File: src/rtl/riscv_pkg.sv
// Shared load/store encodings, memory-stage state constants and access-size decode
// used by the memory-access pipeline stage.
package riscv_pkg;

    localparam int unsigned NUM_LANES = 4;

    localparam logic [2:0] F3_LB  = 3'b000;
    localparam logic [2:0] F3_LH  = 3'b001;
    localparam logic [2:0] F3_LW  = 3'b010;
    localparam logic [2:0] F3_LBU = 3'b100;
    localparam logic [2:0] F3_LHU = 3'b101;
    localparam logic [2:0] F3_SB  = 3'b000;
    localparam logic [2:0] F3_SH  = 3'b001;
    localparam logic [2:0] F3_SW  = 3'b010;

    typedef logic [0:0] mem_state_t;
    localparam mem_state_t IDLE     = 1'b0;
    localparam mem_state_t WAIT_RSP = 1'b1;

    typedef enum logic [1:0] {
        SZ_BYTE,
        SZ_HALF,
        SZ_WORD
    } mem_size_t;

    // Reserved funct3 encodings fall back to a word access for both loads and stores.
    function automatic mem_size_t access_size(input logic is_store, input logic [2:0] f3);
        mem_size_t sz;
        if (is_store) begin
            case (f3)
                F3_SB:   sz = SZ_BYTE;
                F3_SH:   sz = SZ_HALF;
                F3_SW:   sz = SZ_WORD;
                default: sz = SZ_WORD;
            endcase
        end else begin
            case (f3)
                F3_LB, F3_LBU: sz = SZ_BYTE;
                F3_LH, F3_LHU: sz = SZ_HALF;
                default:       sz = SZ_WORD;
            endcase
        end
        return sz;
    endfunction

endpackage

File: src/rtl/mem_load_ext.sv
// Load-data aligner: picks the addressed byte/half out of the read word and
// sign- or zero-extends it to the register width.
module mem_load_ext
    import riscv_pkg::*;
#(
    parameter int REG_WIDTH = 32
) (
    input  logic [REG_WIDTH-1:0] rdata_i,
    input  logic [2:0]           funct3_i,
    input  logic [1:0]           off_i,
    output logic [REG_WIDTH-1:0] data_o
);

    logic [7:0]  lane_byte;
    logic [15:0] lane_half;

    always_comb begin
        lane_byte = rdata_i[8*off_i +: 8];
        lane_half = rdata_i[16*off_i[1] +: 16];
    end

    always_comb begin
        data_o = rdata_i;
        case (funct3_i)
            F3_LB:   data_o = {{(REG_WIDTH-8){lane_byte[7]}}, lane_byte};
            F3_LBU:  data_o = {{(REG_WIDTH-8){1'b0}}, lane_byte};
            F3_LH:   data_o = {{(REG_WIDTH-16){lane_half[15]}}, lane_half};
            F3_LHU:  data_o = {{(REG_WIDTH-16){1'b0}}, lane_half};
            F3_LW:   data_o = rdata_i;
            default: data_o = rdata_i;
        endcase
    end

endmodule

File: src/rtl/stage_mem.sv
// Memory-access pipeline stage: issues loads/stores on a req/gnt/rvalid port,
// stalls while a transaction is outstanding and holds the MEM/WB pipeline register.
module stage_mem
    import riscv_pkg::*;
#(
    parameter int REG_WIDTH     = 32,
    parameter int RF_ADDR_WIDTH = 5
) (
    input  logic                     clk,
    input  logic                     reset_n,
    input  logic                     EX_MEM_valid,
    input  logic                     EX_MEM_mem_rd,
    input  logic                     EX_MEM_mem_wr,
    input  logic [2:0]               EX_MEM_funct3,
    input  logic [REG_WIDTH-1:0]     EX_MEM_alu_out,
    input  logic [REG_WIDTH-1:0]     EX_MEM_rs2_data,
    input  logic [RF_ADDR_WIDTH-1:0] EX_MEM_rd_addr,
    input  logic                     EX_MEM_reg_wr,
    input  logic                     EX_MEM_reg_wb_sel,
    output logic                     dmem_req,
    output logic                     dmem_we,
    output logic [REG_WIDTH-1:0]     dmem_addr,
    output logic [REG_WIDTH-1:0]     dmem_wdata,
    output logic [3:0]               dmem_be,
    input  logic                     dmem_gnt,
    input  logic                     dmem_rvalid,
    input  logic [REG_WIDTH-1:0]     dmem_rdata,
    output logic                     mem_stall,
    output logic                     MEM_WB_valid,
    output logic                     MEM_WB_reg_wb_sel,
    output logic [REG_WIDTH-1:0]     MEM_WB_alu_out,
    output logic [REG_WIDTH-1:0]     MEM_WB_data_out,
    output logic [RF_ADDR_WIDTH-1:0] MEM_WB_rd_addr,
    output logic                     MEM_WB_reg_wr,
    output logic                     MEM_WB_misalign
);

    logic [1:0]           off;
    mem_size_t            size;
    logic                 mem_op;
    logic                 addr_misalign;
    logic                 misalign;
    logic                 access;
    logic                 done;
    logic [REG_WIDTH-1:0] load_data;

    mem_state_t state_q, state_d;

    logic                     mem_wb_valid_q,    mem_wb_valid_d;
    logic                     mem_wb_wb_sel_q,   mem_wb_wb_sel_d;
    logic [REG_WIDTH-1:0]     mem_wb_alu_out_q,  mem_wb_alu_out_d;
    logic [REG_WIDTH-1:0]     mem_wb_data_out_q, mem_wb_data_out_d;
    logic [RF_ADDR_WIDTH-1:0] mem_wb_rd_addr_q,  mem_wb_rd_addr_d;
    logic                     mem_wb_reg_wr_q,   mem_wb_reg_wr_d;
    logic                     mem_wb_misalign_q, mem_wb_misalign_d;

    always_comb begin
        off    = EX_MEM_alu_out[1:0];
        size   = access_size(EX_MEM_mem_wr, EX_MEM_funct3);
        mem_op = EX_MEM_mem_rd | EX_MEM_mem_wr;
    end

    always_comb begin
        addr_misalign = 1'b0;
        case (size)
            SZ_HALF: addr_misalign = off[0];
            SZ_WORD: addr_misalign = (off != 2'b00);
            default: addr_misalign = 1'b0;
        endcase
    end

    // Misalignment only matters for memory instructions; ALU results may be odd.
    always_comb begin
        misalign = mem_op & addr_misalign;
        access   = EX_MEM_valid & mem_op & ~misalign;
    end

    always_comb begin
        dmem_be    = '0;
        dmem_wdata = EX_MEM_rs2_data;
        case (size)
            SZ_BYTE: begin
                dmem_be    = 4'b0001 << off;
                dmem_wdata = {NUM_LANES{EX_MEM_rs2_data[7:0]}};
            end
            SZ_HALF: begin
                dmem_be    = 4'b0011 << off;
                dmem_wdata = {(NUM_LANES/2){EX_MEM_rs2_data[15:0]}};
            end
            default: begin
                dmem_be    = 4'hF;
                dmem_wdata = EX_MEM_rs2_data;
            end
        endcase
    end

    always_comb begin
        dmem_we   = EX_MEM_mem_wr;
        dmem_addr = {EX_MEM_alu_out[REG_WIDTH-1:2], 2'b00};
        dmem_req  = reset_n & (state_q == IDLE) & access;
        done      = ((state_q == IDLE) & EX_MEM_mem_wr & dmem_gnt)
                  | ((state_q == WAIT_RSP) & dmem_rvalid);
        mem_stall = reset_n & access & ~done;
    end

    always_comb begin
        state_d = state_q;
        case (state_q)
            IDLE:     if (dmem_req & dmem_gnt & EX_MEM_mem_rd) state_d = WAIT_RSP;
            WAIT_RSP: if (dmem_rvalid) state_d = IDLE;
            default:  state_d = IDLE;
        endcase
    end

    mem_load_ext #(
        .REG_WIDTH(REG_WIDTH)
    ) u_load_ext (
        .rdata_i (dmem_rdata),
        .funct3_i(EX_MEM_funct3),
        .off_i   (off),
        .data_o  (load_data)
    );

    // A stalled stage emits a bubble but keeps the previous payload fields.
    always_comb begin
        mem_wb_valid_d    = 1'b0;
        mem_wb_wb_sel_d   = mem_wb_wb_sel_q;
        mem_wb_alu_out_d  = mem_wb_alu_out_q;
        mem_wb_data_out_d = mem_wb_data_out_q;
        mem_wb_rd_addr_d  = mem_wb_rd_addr_q;
        mem_wb_reg_wr_d   = mem_wb_reg_wr_q;
        mem_wb_misalign_d = mem_wb_misalign_q;
        if (!mem_stall) begin
            mem_wb_valid_d    = EX_MEM_valid;
            mem_wb_wb_sel_d   = EX_MEM_reg_wb_sel;
            mem_wb_alu_out_d  = EX_MEM_alu_out;
            mem_wb_data_out_d = (access & EX_MEM_mem_rd) ? load_data : '0;
            mem_wb_rd_addr_d  = EX_MEM_rd_addr;
            mem_wb_reg_wr_d   = EX_MEM_reg_wr & ~misalign;
            mem_wb_misalign_d = EX_MEM_valid & misalign;
        end
    end

    always_ff @(posedge clk) begin
        if (!reset_n) begin
            state_q           <= IDLE;
            mem_wb_valid_q    <= 1'b0;
            mem_wb_wb_sel_q   <= 1'b0;
            mem_wb_alu_out_q  <= '0;
            mem_wb_data_out_q <= '0;
            mem_wb_rd_addr_q  <= '0;
            mem_wb_reg_wr_q   <= 1'b0;
            mem_wb_misalign_q <= 1'b0;
        end else begin
            state_q           <= state_d;
            mem_wb_valid_q    <= mem_wb_valid_d;
            mem_wb_wb_sel_q   <= mem_wb_wb_sel_d;
            mem_wb_alu_out_q  <= mem_wb_alu_out_d;
            mem_wb_data_out_q <= mem_wb_data_out_d;
            mem_wb_rd_addr_q  <= mem_wb_rd_addr_d;
            mem_wb_reg_wr_q   <= mem_wb_reg_wr_d;
            mem_wb_misalign_q <= mem_wb_misalign_d;
        end
    end

    always_comb begin
        MEM_WB_valid      = mem_wb_valid_q;
        MEM_WB_reg_wb_sel = mem_wb_wb_sel_q;
        MEM_WB_alu_out    = mem_wb_alu_out_q;
        MEM_WB_data_out   = mem_wb_data_out_q;
        MEM_WB_rd_addr    = mem_wb_rd_addr_q;
        MEM_WB_reg_wr     = mem_wb_reg_wr_q;
        MEM_WB_misalign   = mem_wb_misalign_q;
    end

endmodule

File: config.mk
export PLATFORM = sky130hd
export DESIGN_NAME = stage_mem
export DESIGN_NICKNAME = d
export VERILOG_FILES = /design/src/rtl/riscv_pkg.sv /design/src/rtl/mem_load_ext.sv /design/src/rtl/stage_mem.sv
export SDC_FILE = /design/constraint.sdc
export NUM_CORES = 1
export LEC_CHECK = 0
export CAP_MARGIN = 20
export CORE_ASPECT_RATIO = 0.9
export CORE_MARGIN = 2
export CORE_UTILIZATION = 41
export CTS_BUF_LIST = sky130_fd_sc_hd__clkbuf_4 sky130_fd_sc_hd__clkbuf_8
export DETAILED_ROUTE_END_ITERATION = 10
export PLACE_DENSITY = 0.88
export SKIP_CTS_REPAIR_TIMING = 1
export SYNTH_ARGS = -nofsm -noshare
export SYNTH_HDL_FRONTEND = slang
export SYNTH_SLANG_ARGS = --single-unit
File: constraint.sdc
create_clock -name clk -period 8.65 [get_ports clk]
set_input_delay 2.1625 -clock clk [delete_from_list [all_inputs] [get_ports clk]]
set_output_delay 2.1625 -clock clk [all_outputs]
set_load 0.005 [all_outputs]
==> impl_metrics.csv <==
group,metric,value,unit
yosys,synth_top_cells_by_area,"dfxtp_1 36%, nand2_1 14%, buf_4 8.1%, nand3_1 4.8%, a211o_1 3.4%",
yosys,syn_inst,538,
timing,fmax,0.1387,GHz
timing,rsz0062_at_grt,"no",
power_and_ir_drop,finalPower,0.9160,mW
detailed_routing,dr.first_iter.drc_count,330,
floorplan,start_util,0.4218,
yosys,synth_fa_ha_area_frac,0.009174,
timing,hold_viol_final,0,
timing,tns,0,ps
setup_path,cp_common_cell,"clkdlybuf4s50_1",
global_routing,grt_pass1_vias,4252,
yosys,synth.top_cells.by_count,"150 x nand2_1, 74 x dfxtp_1, 44 x buf_4",
run_status,status,"finished, final reports clean",
setup_path,cp-end-kind,"output pin",
global_routing,antenna_found_initial,0,
global_routing,grtUsageMet1,0.2913,
global_routing,grt_overflow,0,
yosys,yosys.area.top_type_share,0.3621,
clock_tree,clkTransAtPathRegs,80,ps
power_and_ir_drop,leakagePower,2.656,nW
yosys,synth_xor_area_frac,0,
clock_tree,clk_path_buf_depth,2,
clock_tree,cts_root_buffer,"clkbuf_8",
detailed_routing,finalWirelength,14170,um
final_layout,antennaDiodeCount,0,
run,drv_cap,0,
timing,worst_pin_slew,890.4,ps
timing,setup_viol,0,
yosys,async_flop_share,0,
setup_path,critical_path.slowest_cell,"clkdlybuf4s50_1",
yosys,synth_area_leader_cell,"dfxtp_1",
yosys,synth.mux.area_fraction,0.04037,
floorplan,core_area,9699,sq um
timing,finalCritPeriodShare,0.8333,
yosys,synth_flop_cell,"dfxtp_1",
placement,place.gp.congestion,0.8007,
yosys,netlist_area,4091,sq um
clock_tree,cts.sink_count,74,
floorplan,die_area,10800,sq um
clock_tree,numCtsBuffers,9,
final_layout,seq_area,1481,sq um
yosys,synth_top_family_by_area,"simple AND/OR/NAND/NOR gates",
setup_path,setup.worst_path.class,"primary input to output pin",
floorplan,die_height,98.77,um
detailed_routing,ant_nets,0,
setup_path,cp.arrival,5050,ps
global_routing,use_met3,0.07209,
yosys,ys_seq_area_frac,0.3621,
power_and_ir_drop,vdd_drop_max,0.00007646,V
yosys,synth_compound_area_frac,0.2043,
global_routing,grt_max_degree,89,
detailed_routing,vias,4495,
yosys,synth_simple_gate_area_share,0.2281,
setup_path,worstPathMaxFanout,17,
yosys,synthMostInstantiatedCell,"nand2_1",
final_layout,num-nets-final,845,
clock_tree,insertion_delay,350,ps
detailed_routing,routed_via_density,5.233,
setup_path,worstPathCellList,"clkdlybuf4s50_1 -> nand2_1 -> inv_1 -> ha_1 -> nor2_2 -> o22ai_2 -> or3_2 -> inv_6 -> clkdlybuf4s50_1",
yosys,syn_area_per_cell,7.605,sq um
detailed_routing,drt_pass1_iterations,6,
global_routing,grt_use_total,0.2517,
final_layout,multiInputGateArea,1981,sq um
yosys,ys_warn_count,0,
clock_tree,htree_levels,3,
global_routing,met2_usage,0.4458,
global_routing,gr-max-usage-layer,"met2",
setup_path,setup.worst_path.start_class,"primary input",
global_routing,grt_first_pass_wirelength,21430,um
detailed_routing,wl_per_cell,16.50,um
placement,dp_hpwl,10780,um
floorplan,num_rows,34,
timing,drv_slew,0,
floorplan,ioPinCount,257,
detailed_routing,drc,0,
yosys,ys_ff_latch,74,
floorplan,die_w,109.3,um
final_layout,layout-area-overhead-vs-synth,59.33,%
setup_path,slowest_delay,710,ps
power_and_ir_drop,power-per-cell-area,140.5,nW/um^2
timing,slew_headroom,0.4064,
timing,period_minus_slack,7208,ps
yosys,synth.distinct_cells,43,
final_layout,drive_gt1_frac,0.05457,
clock_tree,cts_tree,"done",
yosys,synth_edf_count,0,
final_layout,fillers,776,
setup_path,worstPathRequired,6490,ps
min_path,hold_class,"flop to flop",
placement,io_buffers,254,
timing,fin_worst_skew,10.74,ps
==> layout make-up <==
class,instances,area share
Clock inverter,6,0.01382
Sequential cell,74,0.2273
Clock buffer,9,0.01900
Timing Repair Buffer,261,0.3973
Tap cell,126,0.02418
Multi-Input combinational cell,359,0.3038
Inverter,24,0.01459
==> power breakdown <==
| part | leakage [nW] | internal [mW] | switching [mW] |
|---|---|---|---|
| clock network | 0.106 | 0.162 | 0.135 |
| logic | 1.94 | 0.149 | 0.102 |
| registers | 0.608 | 0.359 | 0.00953 |
| total | 2.66 | 0.670 | 0.246 |
==> final timing paths <==
check | endpoint | startpoint | cells past startpoint | slack [ps]
worst max-delay path | mem_stall | EX_MEM_funct3[0] | 9 | 1440
worst min-delay path | MEM_WB_alu_out[17]$_SDFFE_PN0N_ | MEM_WB_alu_out[17]$_SDFFE_PN0N_ | 2 | 440
worst max register to register | MEM_WB_data_out[31]$_SDFFE_PN0N_ | state_q$_SDFF_PN0_ | 6 | 6460
worst min register to register | MEM_WB_alu_out[17]$_SDFFE_PN0N_ | MEM_WB_alu_out[17]$_SDFFE_PN0N_ | 2 | 440
==> per-layer routing <==
layer  routed length, um  up-vias
li1                    -     2173
met1                5521     2090
met2                7071      209
met3                1314       23
met4                 263        0
met5                   0        -
==> cells by family after synthesis <==
group | count (synthesis)
AO/OA/AOI/OAI | 118
adder cells (fa/ha/maj) | 3
buffers and inverters | 106
multiplexers | 14
other | 1
AND/OR/NAND/NOR | 222
flip-flops | 74
==> cell usage in the layout (no fill, tap or decap), drive strengths merged, types with 2 or more instances in the layout <==
cell type,Yosys,routed
nand2,150,150
o21ai,26,26
nor3,8,8
bufinv,0,2
o22ai,16,16
o2111ai,5,5
conb,1,2
clkinv,0,2
a21oi,4,4
nand2b,6,6
ha,3,3
nor2b,4,4
a22o,9,9
mux2i,3,3
clkbuf,23,9
buf,59,8
inv,24,25
dfxtp,74,74
nand3,39,39
a211o,16,16
a21boi,17,17
o211ai,3,3
a22oi,9,9
nor2,10,10
a31oi,7,7
o41ai,2,2
clkdlybuf4s50,0,253
mux2,10,10
==> flip-flops by register name, indices dropped and copies added, names as in the netlist <==
name / flops
MEM_WB_alu_out: 32
MEM_WB_data_out: 32
MEM_WB_rd_addr: 5
MEM_WB_misalign: 1
MEM_WB_reg_wb_sel: 1
MEM_WB_reg_wr: 1
MEM_WB_valid: 1
state_q: 1
==> worst max-delay path: cells and delay by family <==
family | cells | cell delay, ps
buf+inv | 4 | 1340
fa+ha+maj | 1 | 390
simple gates | 3 | 1020
compound gates | 1 | 130
==> per-stage QoR <==
step,cells,hold WS (ps),area (sq um),setup slack (ps),util
floorplan,539,434.4,4095,2213,-
global placement,842,422.3,6290,1232,0.6485
detailed placement,843,428.6,6297,972.5,0.6493
CTS,858,439.9,6511,950.2,0.6713
global route,859,459.3,6519,1279,0.6721
finish,859,438.0,6519,1442,0.6721
Power figures use the tool's default switching activity.
